<file path="src/rtl/packer_arb_pkg.sv">
// Shared types for the packer arbiter: FSM state encoding and the index width helper.
package packer_arb_pkg;

  typedef enum logic {
    IDLE   = 1'b0,
    LOCKED = 1'b1
  } state_t;

  // Width of an index into n items, never narrower than one bit.
  function automatic int idWidth(input int n);
    return (n > 1) ? $clog2(n) : 1;
  endfunction

endpackage

</file>
<file path="src/rtl/packer_arbiter_rr_pick.sv">
// Combinational round-robin search: first requesting index at or above the pointer, wrapping.
module rr_pick #(
  parameter int N   = 4,
  parameter int IDW = 2
) (
  input  logic [N-1:0]   i_req,
  input  logic [IDW-1:0] i_ptr,
  output logic [IDW-1:0] o_idx,
  output logic           o_valid
);

  logic [2*N-1:0] w_dbl;
  logic [N-1:0]   w_rot;
  int             w_off;
  int             w_sum;

  // Rotating the doubled vector puts the pointer position at bit 0.
  assign w_dbl = {i_req, i_req} >> i_ptr;
  assign w_rot = w_dbl[N-1:0];

  always_comb begin
    o_valid = 1'b0;
    w_off   = 0;
    for (int k = N - 1; k >= 0; k--) begin
      if (w_rot[k]) begin
        o_valid = 1'b1;
        w_off   = k;
      end
    end
    w_sum = int'(i_ptr) + w_off;
    if (w_sum >= N) begin
      w_sum = w_sum - N;
    end
    o_idx = IDW'(w_sum);
  end

endmodule

</file>
<file path="src/rtl/packer_arbiter.sv">
// Round-robin arbiter that locks one requester onto the packer input for a whole group of beats.
// Optional group completion counter enabled by defining PACKER_ARB_GROUP_CNT_EN.
module packer_arbiter
  import packer_arb_pkg::*;
#(
  parameter int NUM_REQ     = 4,
  parameter int IN_WIDTH    = 64,
  parameter int GROUP_BEATS = 2
) (
  input  logic                          clk,
  input  logic                          reset,
  input  logic [NUM_REQ-1:0]            s_write_req,
  output logic [NUM_REQ-1:0]            s_write_ready,
  input  logic [NUM_REQ*IN_WIDTH-1:0]   s_write_data,
  output logic                          m_write_req,
  input  logic                          m_write_ready,
  output logic [IN_WIDTH-1:0]           m_write_data,
  output logic [idWidth(NUM_REQ)-1:0]   m_grant_id
`ifdef PACKER_ARB_GROUP_CNT_EN
  ,
  output logic [31:0]                   grp_count
`endif
);

  localparam int IDW = idWidth(NUM_REQ);
  localparam int BW  = idWidth(GROUP_BEATS);
  localparam logic [BW-1:0]  LAST_BEAT = BW'(GROUP_BEATS - 1);
  localparam logic [IDW-1:0] LAST_ID   = IDW'(NUM_REQ - 1);

  state_t         r_state;
  state_t         w_next;
  logic [IDW-1:0] r_grant;
  logic [IDW-1:0] r_ptr;
  logic [BW-1:0]  r_beat;
  logic [IDW-1:0] w_pick;
  logic           w_any;
  logic           w_beat;
  logic           w_last;

  rr_pick #(
    .N   (NUM_REQ),
    .IDW (IDW)
  ) u_pick (
    .i_req   (s_write_req),
    .i_ptr   (r_ptr),
    .o_idx   (w_pick),
    .o_valid (w_any)
  );

  assign m_grant_id = r_grant;
  assign w_beat     = (r_state == LOCKED) && s_write_req[r_grant] && m_write_ready;
  assign w_last     = w_beat && (r_beat == LAST_BEAT);

  always_ff @(posedge clk or negedge reset) begin
    if (!reset) begin
      r_state <= IDLE;
    end else begin
      r_state <= w_next;
    end
  end

  // Outputs are steered purely from the locked owner, so IDLE presents nothing to the packer.
  always_comb begin
    w_next        = r_state;
    m_write_req   = 1'b0;
    m_write_data  = '0;
    s_write_ready = '0;
    case (r_state)
      IDLE: begin
        if (w_any) begin
          w_next = LOCKED;
        end
      end
      LOCKED: begin
        m_write_req            = s_write_req[r_grant];
        m_write_data           = s_write_data[r_grant*IN_WIDTH +: IN_WIDTH];
        s_write_ready[r_grant] = m_write_ready;
        if (w_last) begin
          w_next = IDLE;
        end
      end
      default: w_next = IDLE;
    endcase
  end

  always_ff @(posedge clk or negedge reset) begin
    if (!reset) begin
      r_grant <= '0;
      r_ptr   <= '0;
      r_beat  <= '0;
    end else begin
      if ((r_state == IDLE) && w_any) begin
        r_grant <= w_pick;
      end
      if (w_beat) begin
        if (w_last) begin
          r_beat <= '0;
          r_ptr  <= (r_grant == LAST_ID) ? '0 : r_grant + 1'b1;
        end else begin
          r_beat <= r_beat + 1'b1;
        end
      end
    end
  end

`ifdef PACKER_ARB_GROUP_CNT_EN
  logic [31:0] r_grp_count;

  assign grp_count = r_grp_count;

  always_ff @(posedge clk or negedge reset) begin
    if (!reset) begin
      r_grp_count <= '0;
    end else if (w_last) begin
      r_grp_count <= r_grp_count + 32'd1;
    end
  end
`endif

endmodule

</file>
<file path="config.mk">
export PLATFORM = sky130hd
export DESIGN_NAME = packer_arbiter
export DESIGN_NICKNAME = d
export VERILOG_FILES = /design/src/rtl/packer_arb_pkg.sv /design/src/rtl/packer_arbiter_rr_pick.sv /design/src/rtl/packer_arbiter.sv
export SDC_FILE = /design/constraint.sdc
export NUM_CORES = 1
export LEC_CHECK = 0
export ABC_AREA = 1
export BUFFER_PORTS_ARGS = -buffer_cell sky130_fd_sc_hd__buf_2
export CELL_PAD_IN_SITES_DETAIL_PLACEMENT = 0
export CELL_PAD_IN_SITES_GLOBAL_PLACEMENT = 1
export CORE_AREA = 2 2 128 130
export DETAILED_ROUTE_END_ITERATION = 16
export DIE_AREA = 0 0 130 132
export PLACE_DENSITY_LB_ADDON = 0.1
export SYNTH_ARGS = -nofsm -noshare
export SYNTH_HDL_FRONTEND = slang
export SYNTH_HIERARCHICAL = 1
export SYNTH_SLANG_ARGS = --single-unit
</file>
<file path="constraint.sdc">
create_clock -name clk -period 3.5 [get_ports clk]
set_input_delay 0.7 -clock clk [delete_from_list [all_inputs] [get_ports clk]]
set_output_delay 0.7 -clock clk [all_outputs]
set_load 0.01 [all_outputs]
</file>
==> results.ini <==
[synth]
async_flop_share_pct=100.0
synth.distinct_cells=22
synth_area_leaders=nor2_1 36%, o21ai_0 17%, a21oi_1 12%
ys_ff_latch=6
synth_commonest_cells=263 x nor2_1, 94 x o21ai_0, 67 x a21oi_1
synthFlopType=dfrtp_1
synth_edf_count=0
synth-seq-area-share_pct=5.462
avgSynthCellArea_sq_um=4.659
netlist_area_sq_mm=0.002749
synth_top_area_cell=nor2_1
syn-instance-count=590
synth_most_common_cell=nor2_1
ys_warn_count=6
synth_top_cell_area_share_pct=35.91
synth_fp_nets=858

[placement]
place.gp.congestion=0.8947
io_buffer_count=333
place_inst=1096
dp_hpwl_mm=12.60

[route]
wl_per_cell_um=14.90
routed_wl_mm=16.45
drt-vias-per-instance=4.445
drt_iter0_markers=315
route.detailed.drc=0
drt_first_pass_iters=5
ant_nets=0
vias=4907

[power_and_ir_drop]
power_frac_comb_pct=91.0
switchingPower_mw=2.263
irDropWorstVdd_mv=0.3505
power_leakage_nw=2.458
p_sw_share_pct=59.49
p_clk_share_pct=5.0
p_per_area_mw_per_mm2=826.0
p_int_mw=1.541
p_seq_share_pct=4.0

[worst_setup_path]
arrival_ns=2.07
r2r_setup_slack_ns=1.64
critPathLaunchType=register
rr_startpoint=r_ptr[0]
path_max_fanout=60
crit_start=m_grant_id[0]
endpoint_kind=output port
r2r-end=m_grant_id[1]
required_ns=2.80
path_cells=inv_4 > buf_4 > o21ai_0 > a21oi_1 > buf_2
critPathKind=reg -> out
cpPeakStageDelay_ns=0.49
critPathSlowestCell=dfrtp_4
worstSetupEndpoint=m_write_data[0]
rr_worst_depth=13

[global_routing]
grt_max_degree=136
grtUsageTotal_pct=17.65
antenna_found_initial=5
overflow=0
grt_pass1_vias=4589
grt_pass1_wl_mm=24.50

[floorplan]
initial_core_util_pct=17.49
die_y_um=132
core_sq_mm=0.01571
io_pins=334
rows=46
dieArea_sq_mm=0.01716
die_x_um=130

[sta]
setup_viol=0
relSlewSlack_pct=47.01
final_hold_viol_count=0
worst_pin_slew_ns=0.7949
max_freq_mhz=360.7
fin_worst_skew_ns=0.002110
setup-tns-final_ns=0
rsz0062_at_grt=no
fin_crit_sh_pct=79.21
fin_crit_ns=2.772
slew_violations=0

[finish]
fill_cells=1913
nets=1153
areaGrowthSynthToFinish_pct=67.55
fin_util_pct=29.31
layout.cells.non_filler=1104
drive_gt1_share_pct=39.82

[hold_path]
holdCritPathClass=in -> async

[clock_network]
holdBufCountCts=0
clock_sinks=6
tritoncts=built
post_cts_buffers=0
cts_made_buffers=3
clockBufferDepth=2
htree_levels=1
post_cts_resized=0
clk_pin_slew_ns=0.03
cts_root_buf=clkbuf_16
clk_latency_ns=0.23

[run_status]
outcome=finished clean

[flow_run]
cap_violations=0

## power by group through the flow
stage,Clock [mW],Sequential (mW),Combinational (mW)
4_1_cts,0.192,0.153,3.53
5_1_grt,0.200,0.159,3.93
2_1_floorplan,0,0.146,2.33
3_5_place_dp,0,0.153,3.51
3_3_place_gp,0,0.152,3.50
6_report,0.189,0.152,3.46
## critical path, delay by kind of cell, from the launching register on
family / cells / cell delay, ns
buffers and inverters: 3 / 0.94
AOI/OAI and AO/OA: 2 / 0.40
DFF: 1 / 0.49
## flip-flops by register name, indices dropped and copies added (netlist names)
register    flops
m_grant_id      2
r_state         1
r_ptr           2
r_beat          1
## worst min-delay path by stage
stage | endpoint | start | cells past startpoint | slack, ns
finish | r_state | reset | 1 | 0.29
CTS | r_state | reset | 1 | 0.30
global route | r_state | reset | 1 | 0.30
floorplan | m_grant_id[0] | reset | 0 | 0.40
detailed placement | r_beat | reset | 1 | 0.53
global placement | r_state | r_state | 2 | 0.52
## layout make-up
cell class | count | area [sq um] | share of cell area [%]
Multi-Input combinational cell | 519 | 2276 | 49.42
Timing Repair Buffer | 340 | 1757 | 38.14
Tap cell | 216 | 270.3 | 5.868
Sequential cell | 6 | 155.1 | 3.369
Clock buffer | 4 | 78.83 | 1.711
Inverter | 15 | 58.81 | 1.277
Antenna cell | 4 | 10.01 | 0.2173
## per-stage QoR
stage / hold slack, ns / area, sq um / total power [mW] / setup WS (ns)
4_1_cts: 0.2964 / 4596 / 3.874 / 0.7278
6_report: 0.2938 / 4606 / 3.804 / 0.7276
3_5_place_dp: 0.5329 / 4517 / 3.666 / 0.9758
3_3_place_gp: 0.5214 / 4517 / 3.652 / 0.9847
2_1_floorplan: 0.4044 / 2749 / 2.481 / 1.513
5_1_grt: 0.2976 / 4601 / 4.287 / 0.5559
## cells in the final DEF (no fill, tap or decap)
master and n:
ha_1 5, nand2_2 1, dfrtp_1 4, buf_12 3, dfrtp_2 1, o21ai_0 94, clkbuf_1 1, nand2_1 34
inv_4 1, diode_2 4, a21oi_1 67, xor2_1 1, and2_1 1, inv_1 9, buf_4 4, nor2_1 263
o21ai_1 34, nand3_1 15, buf_2 333, a21boi_1 1, clkbuf_16 3, nand4_1 3, dfrtp_4 1, inv_2 5
## kinds of logic after synthesis
kind of cell / after synthesis / synth area share (%)
adder cells (fa/ha/maj): 5 / 2.276
buffers and inverters: 65 / 11.74
flip-flops: 6 / 5.462
AO/OA/AOI/OAI: 196 / 35.78
XOR/XNOR: 1 / 0.3187
AND/OR/NAND/NOR: 317 / 44.42
## layer usage
layer,vias to the layer above,GRT usage (%),part of all wire [%]
met5,-,0,0.079
met4,2,2.210,1.5
met3,20,3.571,7.2
met2,216,34.12,52
met1,2149,20.08,40
li1,2520,-,-
No activity file was read; power rests on OpenSTA's default activity.
